$ cat config.mk
export PLATFORM = sky130hd
export DESIGN_NAME = sprite_motion_ctrl
export DESIGN_NICKNAME = d
export VERILOG_FILES = /design/src/rtl/motion_pkg.sv /design/src/rtl/sprite_axis_update.sv /design/src/rtl/sprite_motion_ctrl.sv
export SDC_FILE = /design/constraint.sdc
export NUM_CORES = 1
export LEC_CHECK = 0
export BUFFER_PORTS_ARGS = -buffer_cell sky130_fd_sc_hd__clkbuf_2
export CAP_MARGIN = 0
export CELL_PAD_IN_SITES_DETAIL_PLACEMENT = 1
export CELL_PAD_IN_SITES_GLOBAL_PLACEMENT = 1
export CORE_ASPECT_RATIO = 1.25
export CORE_MARGIN = 10
export CORE_UTILIZATION = 45
export CTS_BUF_LIST = sky130_fd_sc_hd__clkbuf_16
export DETAILED_ROUTE_END_ITERATION = 16
export HOLD_SLACK_MARGIN = 0.12
export PLACE_DENSITY = 0.91
export SLEW_MARGIN = 15
export SYNTH_ARGS = -nofsm -noshare
export SYNTH_HDL_FRONTEND = slang
export SYNTH_HIERARCHICAL = 1
export SYNTH_SLANG_ARGS = --single-unit
$ cat constraint.sdc
create_clock -name clk -period 6.9 [get_ports clk]
set_clock_uncertainty 0.1 [all_clocks]
set_input_delay 0.69 -clock clk [delete_from_list [all_inputs] [get_ports clk]]
set_output_delay 0.69 -clock clk [all_outputs]
set_load 0.005 [all_outputs]
$ cat src/rtl/motion_pkg.sv
// rtl/motion_pkg.sv - shared types and edge-code indices for the sprite motion controller
package motion_pkg;

    typedef enum logic [1:0] {
        ST_IDLE    = 2'd0,
        ST_MOVE    = 2'd1,
        ST_BLOCKED = 2'd2
    } state_t;

    typedef enum logic [1:0] {
        DIR_UP    = 2'd0,
        DIR_DOWN  = 2'd1,
        DIR_LEFT  = 2'd2,
        DIR_RIGHT = 2'd3
    } dir_t;

    localparam int EDGE_LEFT   = 3;
    localparam int EDGE_TOP    = 2;
    localparam int EDGE_RIGHT  = 1;
    localparam int EDGE_BOTTOM = 0;

endpackage

$ cat src/rtl/sprite_axis_update.sv
// rtl/sprite_axis_update.sv - signed fixed-point add of one axis delta with clamp to pixel bounds
module sprite_axis_update #(
    parameter int POS_W     = 18,
    parameter int FRAC_BITS = 6,
    parameter int MIN_PX    = 0,
    parameter int MAX_PX    = 607
) (
    input  logic signed [POS_W-1:0] pos,
    input  logic signed [POS_W-1:0] delta,
    output logic signed [POS_W-1:0] pos_next
);

    localparam int LO_I = MIN_PX * (2 ** FRAC_BITS);
    localparam int HI_I = MAX_PX * (2 ** FRAC_BITS);
    localparam logic signed [POS_W:0] LO = LO_I[POS_W:0];
    localparam logic signed [POS_W:0] HI = HI_I[POS_W:0];

    // One guard bit so the sum cannot wrap before the clamp sees it.
    logic signed [POS_W:0] sum;
    logic signed [POS_W:0] clamped;

    always_comb begin
        sum = {pos[POS_W-1], pos} + {delta[POS_W-1], delta};
        if (sum < LO) begin
            clamped = LO;
        end else if (sum > HI) begin
            clamped = HI;
        end else begin
            clamped = sum;
        end
        pos_next = POS_W'(clamped);
    end

endmodule

$ cat src/rtl/sprite_motion_ctrl.sv
// rtl/sprite_motion_ctrl.sv - per-frame keyboard stepping, collision push-back with directional lockout, clamp and respawn
module sprite_motion_ctrl
    import motion_pkg::*;
#(
    parameter int                FRAC_BITS     = 6,
    parameter int                SPEED         = 128,
    parameter int                PUSHBACK      = 128,
    parameter int                SLOW_PUSHBACK = 64,
    parameter int                N_COLL        = 4,
    parameter logic [N_COLL-1:0] SLOW_MASK     = 4'b0100,
    parameter int                BLOCK_FRAMES  = 4,
    parameter int                X_MIN         = 0,
    parameter int                X_MAX         = 607,
    parameter int                Y_MIN         = 0,
    parameter int                Y_MAX         = 447
) (
    input  logic                     clk,
    input  logic                     resetN,
    input  logic                     startOfFrame,
    input  logic                     Up_Move,
    input  logic                     Down_Move,
    input  logic                     Right_Move,
    input  logic                     Left_Move,
    input  logic                     speed_boost,
    input  logic [N_COLL-1:0]        collision,
    input  logic [3:0]               HitEdgeCode,
    input  logic [10:0]              INITIAL_X,
    input  logic [10:0]              INITIAL_Y,
    input  logic                     load_init,
    output logic signed [10:0]       topLeftX,
    output logic signed [10:0]       topLeftY,
    output logic                     moving,
    output logic                     blocked,
    output logic [1:0]               dir
);

    localparam int POS_W = 11 + FRAC_BITS + 1;
    localparam logic signed [POS_W-1:0] STEP_N = POS_W'(SPEED);
    localparam logic signed [POS_W-1:0] STEP_B = POS_W'(2 * SPEED);
    localparam logic signed [POS_W-1:0] PUSH_N = POS_W'(PUSHBACK);
    localparam logic signed [POS_W-1:0] PUSH_S = POS_W'(SLOW_PUSHBACK);
    localparam logic [3:0]              CNT_LOAD = 4'(BLOCK_FRAMES);

    logic signed [POS_W-1:0] pos_x, pos_y, x_next, y_next, dx, dy;
    state_t     state, state_nxt;
    dir_t       lock_dir, lock_nxt, dir_q, dir_nxt, key_dir, push_dir;
    logic [3:0] lock_cnt, cnt_nxt;
    logic       pushed, pushed_nxt, moving_nxt;
    logic       key_valid, edge_valid, step_ok, push_hit;
    logic signed [POS_W-1:0] step_amt, push_amt;

    always_comb begin
        key_valid = 1'b1;
        key_dir   = DIR_UP;
        case ({Up_Move, Down_Move, Left_Move, Right_Move})
            4'b1000: key_dir = DIR_UP;
            4'b0100: key_dir = DIR_DOWN;
            4'b0010: key_dir = DIR_LEFT;
            4'b0001: key_dir = DIR_RIGHT;
            default: key_valid = 1'b0;
        endcase
    end

    // Only a single touched edge is unambiguous; corners and opposite edges push nothing.
    always_comb begin
        edge_valid = 1'b1;
        push_dir   = DIR_UP;
        case (HitEdgeCode)
            4'b1 << EDGE_LEFT:   push_dir = DIR_LEFT;
            4'b1 << EDGE_RIGHT:  push_dir = DIR_RIGHT;
            4'b1 << EDGE_TOP:    push_dir = DIR_UP;
            4'b1 << EDGE_BOTTOM: push_dir = DIR_DOWN;
            default:             edge_valid = 1'b0;
        endcase
    end

    assign step_amt = speed_boost ? STEP_B : STEP_N;
    assign push_amt = (|(collision & SLOW_MASK)) ? PUSH_S : PUSH_N;
    assign step_ok  = key_valid && !(state == ST_BLOCKED && key_dir == lock_dir);
    assign push_hit = (|collision) && !pushed && edge_valid;

    always_comb begin
        state_nxt  = state;
        cnt_nxt    = lock_cnt;
        lock_nxt   = lock_dir;
        pushed_nxt = pushed;
        moving_nxt = moving;
        dir_nxt    = dir_q;
        dx         = '0;
        dy         = '0;
        if (startOfFrame) begin
            pushed_nxt = 1'b0;
            moving_nxt = step_ok;
            if (step_ok) begin
                dir_nxt = key_dir;
                case (key_dir)
                    DIR_UP:    dy = -step_amt;
                    DIR_DOWN:  dy = step_amt;
                    DIR_LEFT:  dx = -step_amt;
                    DIR_RIGHT: dx = step_amt;
                endcase
            end
            if (state == ST_BLOCKED) begin
                cnt_nxt = lock_cnt - 4'd1;
                if (lock_cnt <= 4'd1) begin
                    cnt_nxt   = 4'd0;
                    state_nxt = ST_IDLE;
                end
            end else begin
                state_nxt = step_ok ? ST_MOVE : ST_IDLE;
            end
        end else if (push_hit) begin
            pushed_nxt = 1'b1;
            state_nxt  = ST_BLOCKED;
            cnt_nxt    = CNT_LOAD;
            lock_nxt   = push_dir;
            // Push away from the touched edge.
            case (push_dir)
                DIR_LEFT:  dx = push_amt;
                DIR_RIGHT: dx = -push_amt;
                DIR_UP:    dy = push_amt;
                DIR_DOWN:  dy = -push_amt;
            endcase
        end
    end

    sprite_axis_update #(
        .POS_W(POS_W), .FRAC_BITS(FRAC_BITS), .MIN_PX(X_MIN), .MAX_PX(X_MAX)
    ) u_axis_x (
        .pos(pos_x), .delta(dx), .pos_next(x_next)
    );

    sprite_axis_update #(
        .POS_W(POS_W), .FRAC_BITS(FRAC_BITS), .MIN_PX(Y_MIN), .MAX_PX(Y_MAX)
    ) u_axis_y (
        .pos(pos_y), .delta(dy), .pos_next(y_next)
    );

    always_ff @(posedge clk) begin
        if (!resetN || load_init) begin
            pos_x    <= {1'b0, INITIAL_X, {FRAC_BITS{1'b0}}};
            pos_y    <= {1'b0, INITIAL_Y, {FRAC_BITS{1'b0}}};
            state    <= ST_IDLE;
            lock_cnt <= 4'd0;
            lock_dir <= DIR_UP;
            pushed   <= 1'b0;
            moving   <= 1'b0;
            dir_q    <= DIR_UP;
        end else begin
            pos_x    <= x_next;
            pos_y    <= y_next;
            state    <= state_nxt;
            lock_cnt <= cnt_nxt;
            lock_dir <= lock_nxt;
            pushed   <= pushed_nxt;
            moving   <= moving_nxt;
            dir_q    <= dir_nxt;
        end
    end

    assign topLeftX = 11'(pos_x >>> FRAC_BITS);
    assign topLeftY = 11'(pos_y >>> FRAC_BITS);
    assign blocked  = (state == ST_BLOCKED);
    assign dir      = dir_q;

endmodule

==> flow_metrics.tcl <==
set metrics [dict create \
    dp_hpwl_um 11700 \
    grt-ovfl-total 0 \
    synthXorXnorAreaFrac 0.0461 \
    via_per_inst 5.87 \
    final_antenna_net_count 0 \
    hp-class "reg -> reg" \
    endpoint "pos_x[11]" \
    tightest_slew_ns 0.932 \
    timing.final.crit_share 0.733 \
    setup_tns_ns 0 \
    status "finished clean" \
    period_minus_slack_ns 5.06 \
    ctsHoldBuffers 0 \
    cts_num_sinks 48 \
    antenna_found_initial 0 \
    cts_made_buffers 5 \
    dieArea_um2 15000 \
    grt_pass1_vias 4997 \
    wirelength_um 14500 \
    diodes 0 \
    max-slew-margin-rel 0.371 \
    synthAdderAreaFrac 0.109 \
    wire_per_inst_um 18.4 \
    startpoint "Up_Move" \
    end_kind "flop" \
    portBuffers 64 \
    internal_power_mw 0.589 \
    syn-cell-area_um2 4730 \
    powerDensity_nw_per_um2 181 \
    p_switching_mw 0.334 \
    synth_top_area_frac 0.203 \
    yosysWarnings 6 \
    core_um2 10200 \
    syn_avg_cell_area_um2 7.61 \
    reg2regPathDepth 14 \
    first_pass_iters 4 \
    setup_viol 0 \
    nets 738 \
    synth_top_cell_by_area "dfxtp_1" \
    fin_area_um2 5110 \
    tritoncts "built" \
    dp.cells 781 \
    ys_seq_area_frac 0.203 \
    clk_path_buf_depth 2 \
    drive_gt1_frac 0.183 \
    ctsResizeCount 0 \
    drc 0 \
    swShare 0.362 \
    maxCapViolCount 0 \
    post_dp_cell_area_um2 4940 \
    critPathKind "in -> reg" \
    fmax_ghz 0.198 \
    gp_congestion 0.911 \
    synth_compound_area_frac 0.250 \
    cts_setup_buffers 0 \
    r2r_end "pos_x[11]" \
    synth_commonest_cells "103 x nand2_1, 50 x a21oi_1, 48 x dfxtp_1" \
    fin_cells 789 \
    area_growth_pct 8.05 \
    die_w_um 112 \
    root_buffer "clkbuf_16" \
    p_seq_frac 0.331 \
    combPwrFrac 0.358 \
    via_count 4628 \
    clk_latency_ns 0.30 \
    worstPathMaxFanout 13 \
    hold_violations 0 \
    required_ns 7.04 \
    synth_simple_gate_area_share 0.281 \
    syn_inst 621 \
    r2r_slack_ns 2.20 \
    synth_top_family_by_area "simple AND/OR/NAND/NOR gates" \
    rr_startpoint "state[1]" \
    synth.mux.area_fraction 0.00847 \
    ir_worst_vdd_v 0.000127 \
    synth_edf_count 0 \
    yosysMostFrequentCell "nand2_1" \
    die_y_um 135 \
    ys_ff_latch 48 \
    path_clk_slew_ns 0.07 \
    slew_violations 0 \
    htree_num_levels 2 \
    grt_first_pass_wirelength_um 24300 \
    ioPinCount 65 \
    clkPwrFrac 0.310 \
    grt_max_degree 42 \
    p_leak_nw 2.28 \
    cp-start-kind "input pin" \
    critPathArrivalTime_ns 5.20 \
    synth_cell_types 82 \
    start_util 0.463 \
    total_power_mw 0.923 \
    synth_flop_cell "dfxtp_1" \
    drtIter0Drc 193 \
    fp-row-count 41 \
    ys_top_cells_by_area "dfxtp_1 20%, ha_1 10%, nand2_1 8.2%, a21oi_1 5.3%, buf_4 4.9%" \
    grt_setup_unrepaired "false" \
    async_reset_ff_frac 0 \
    grt.total_usage 0.190 \
]
## worst min path at each step
stage | startpoint | slack [ns] | depth (start not counted) | endpoint
4_1_cts | dir[0] | 0.37 | 2 | dir[0]
3_3_place_gp | state[1] | 0.34 | 2 | state[1]
2_1_floorplan | state[1] | 0.33 | 2 | state[1]
5_1_grt | dir[0] | 0.38 | 2 | dir[0]
3_5_place_dp | dir[0] | 0.36 | 2 | dir[0]
6_report | dir[0] | 0.36 | 2 | dir[0]
## layout make-up
class | count | area (um2)
well taps | 129 | 161
flip-flops and latches | 48 | 961
repair buffers | 68 | 350
clock buffers | 5 | 125
fillers | 1330 | 5100
inverters | 29 | 109
multi-input cells | 507 | 3360
clock inverters | 3 | 42.5
## power by group through the flow
stage	registers [mW]	clock network, mW	logic (mW)
finish	0.306	0.287	0.331
global route	0.308	0.305	0.366
CTS	0.306	0.293	0.325
detailed placement	0.312	0	0.324
global placement	0.311	0	0.306
floorplan	0.307	0	0.265
## worst max-delay path, cell delays in order
cell and delay (ns):
clkbuf_2 0.15, nor4b_1 0.59, o31a_1 0.27, o21ai_2 0.12
o21ai_0 0.29, ha_1 0.40, a21oi_1 0.30, o21ai_0 0.27
o311ai_0 0.60, a41o_1 0.20, nor4b_2 0.06, o311ai_2 0.79
and4_1 0.32, nand2_1 0.06, nand2_1 0.07
## layout by cell type, fill, tap and decap left out, types with 8 or more instances in the layout
cell type and count:
dfxtp_1 48, clkbuf_2 64, nand2_1 103, xor2_1 14, nor2b_1 8, a21o_1 8
nand3_1 14, inv_1 29, conb_1 19, nor2_1 41, nand2b_1 10, o21ai_0 24
and2_1 15, a21oi_1 50, a31oi_1 10, xnor2_1 9, ha_1 38, nor3_1 10
## per-layer routing
layer	global-route usage	wire length, um
met1	0.197	5610
met5	0	0
met4	0.0823	435
met2	0.365	7820
met3	0.0310	658
## flip-flops by register name (all words and copies together), names as in the netlist
| signal | count |
|---|---|
| pos_y | 18 |
| lock_cnt | 4 |
| pushed | 1 |
| moving | 1 |
| lock_dir | 2 |
| dir | 2 |
| pos_x | 18 |
| state | 2 |
## logic make-up after synthesis
group	count (synthesis)
AND/OR/NAND/NOR	258
other	3
buffers and inverters	82
adder cells (fa/ha/maj)	40
AO/OA/AOI/OAI	162
XOR/XNOR	24
flip-flops	48
multiplexers	4
## through the flow
step / hold WS (ns) / setup slack [ns] / util
floorplan: 0.332 / 2.28 / -
global placement: 0.344 / 2.03 / 0.484
detailed placement: 0.357 / 1.69 / 0.484
CTS: 0.367 / 1.98 / 0.500
global route: 0.378 / 1.47 / 0.500
finish: 0.363 / 1.84 / 0.500
No activity file was read; power rests on OpenSTA's default activity.
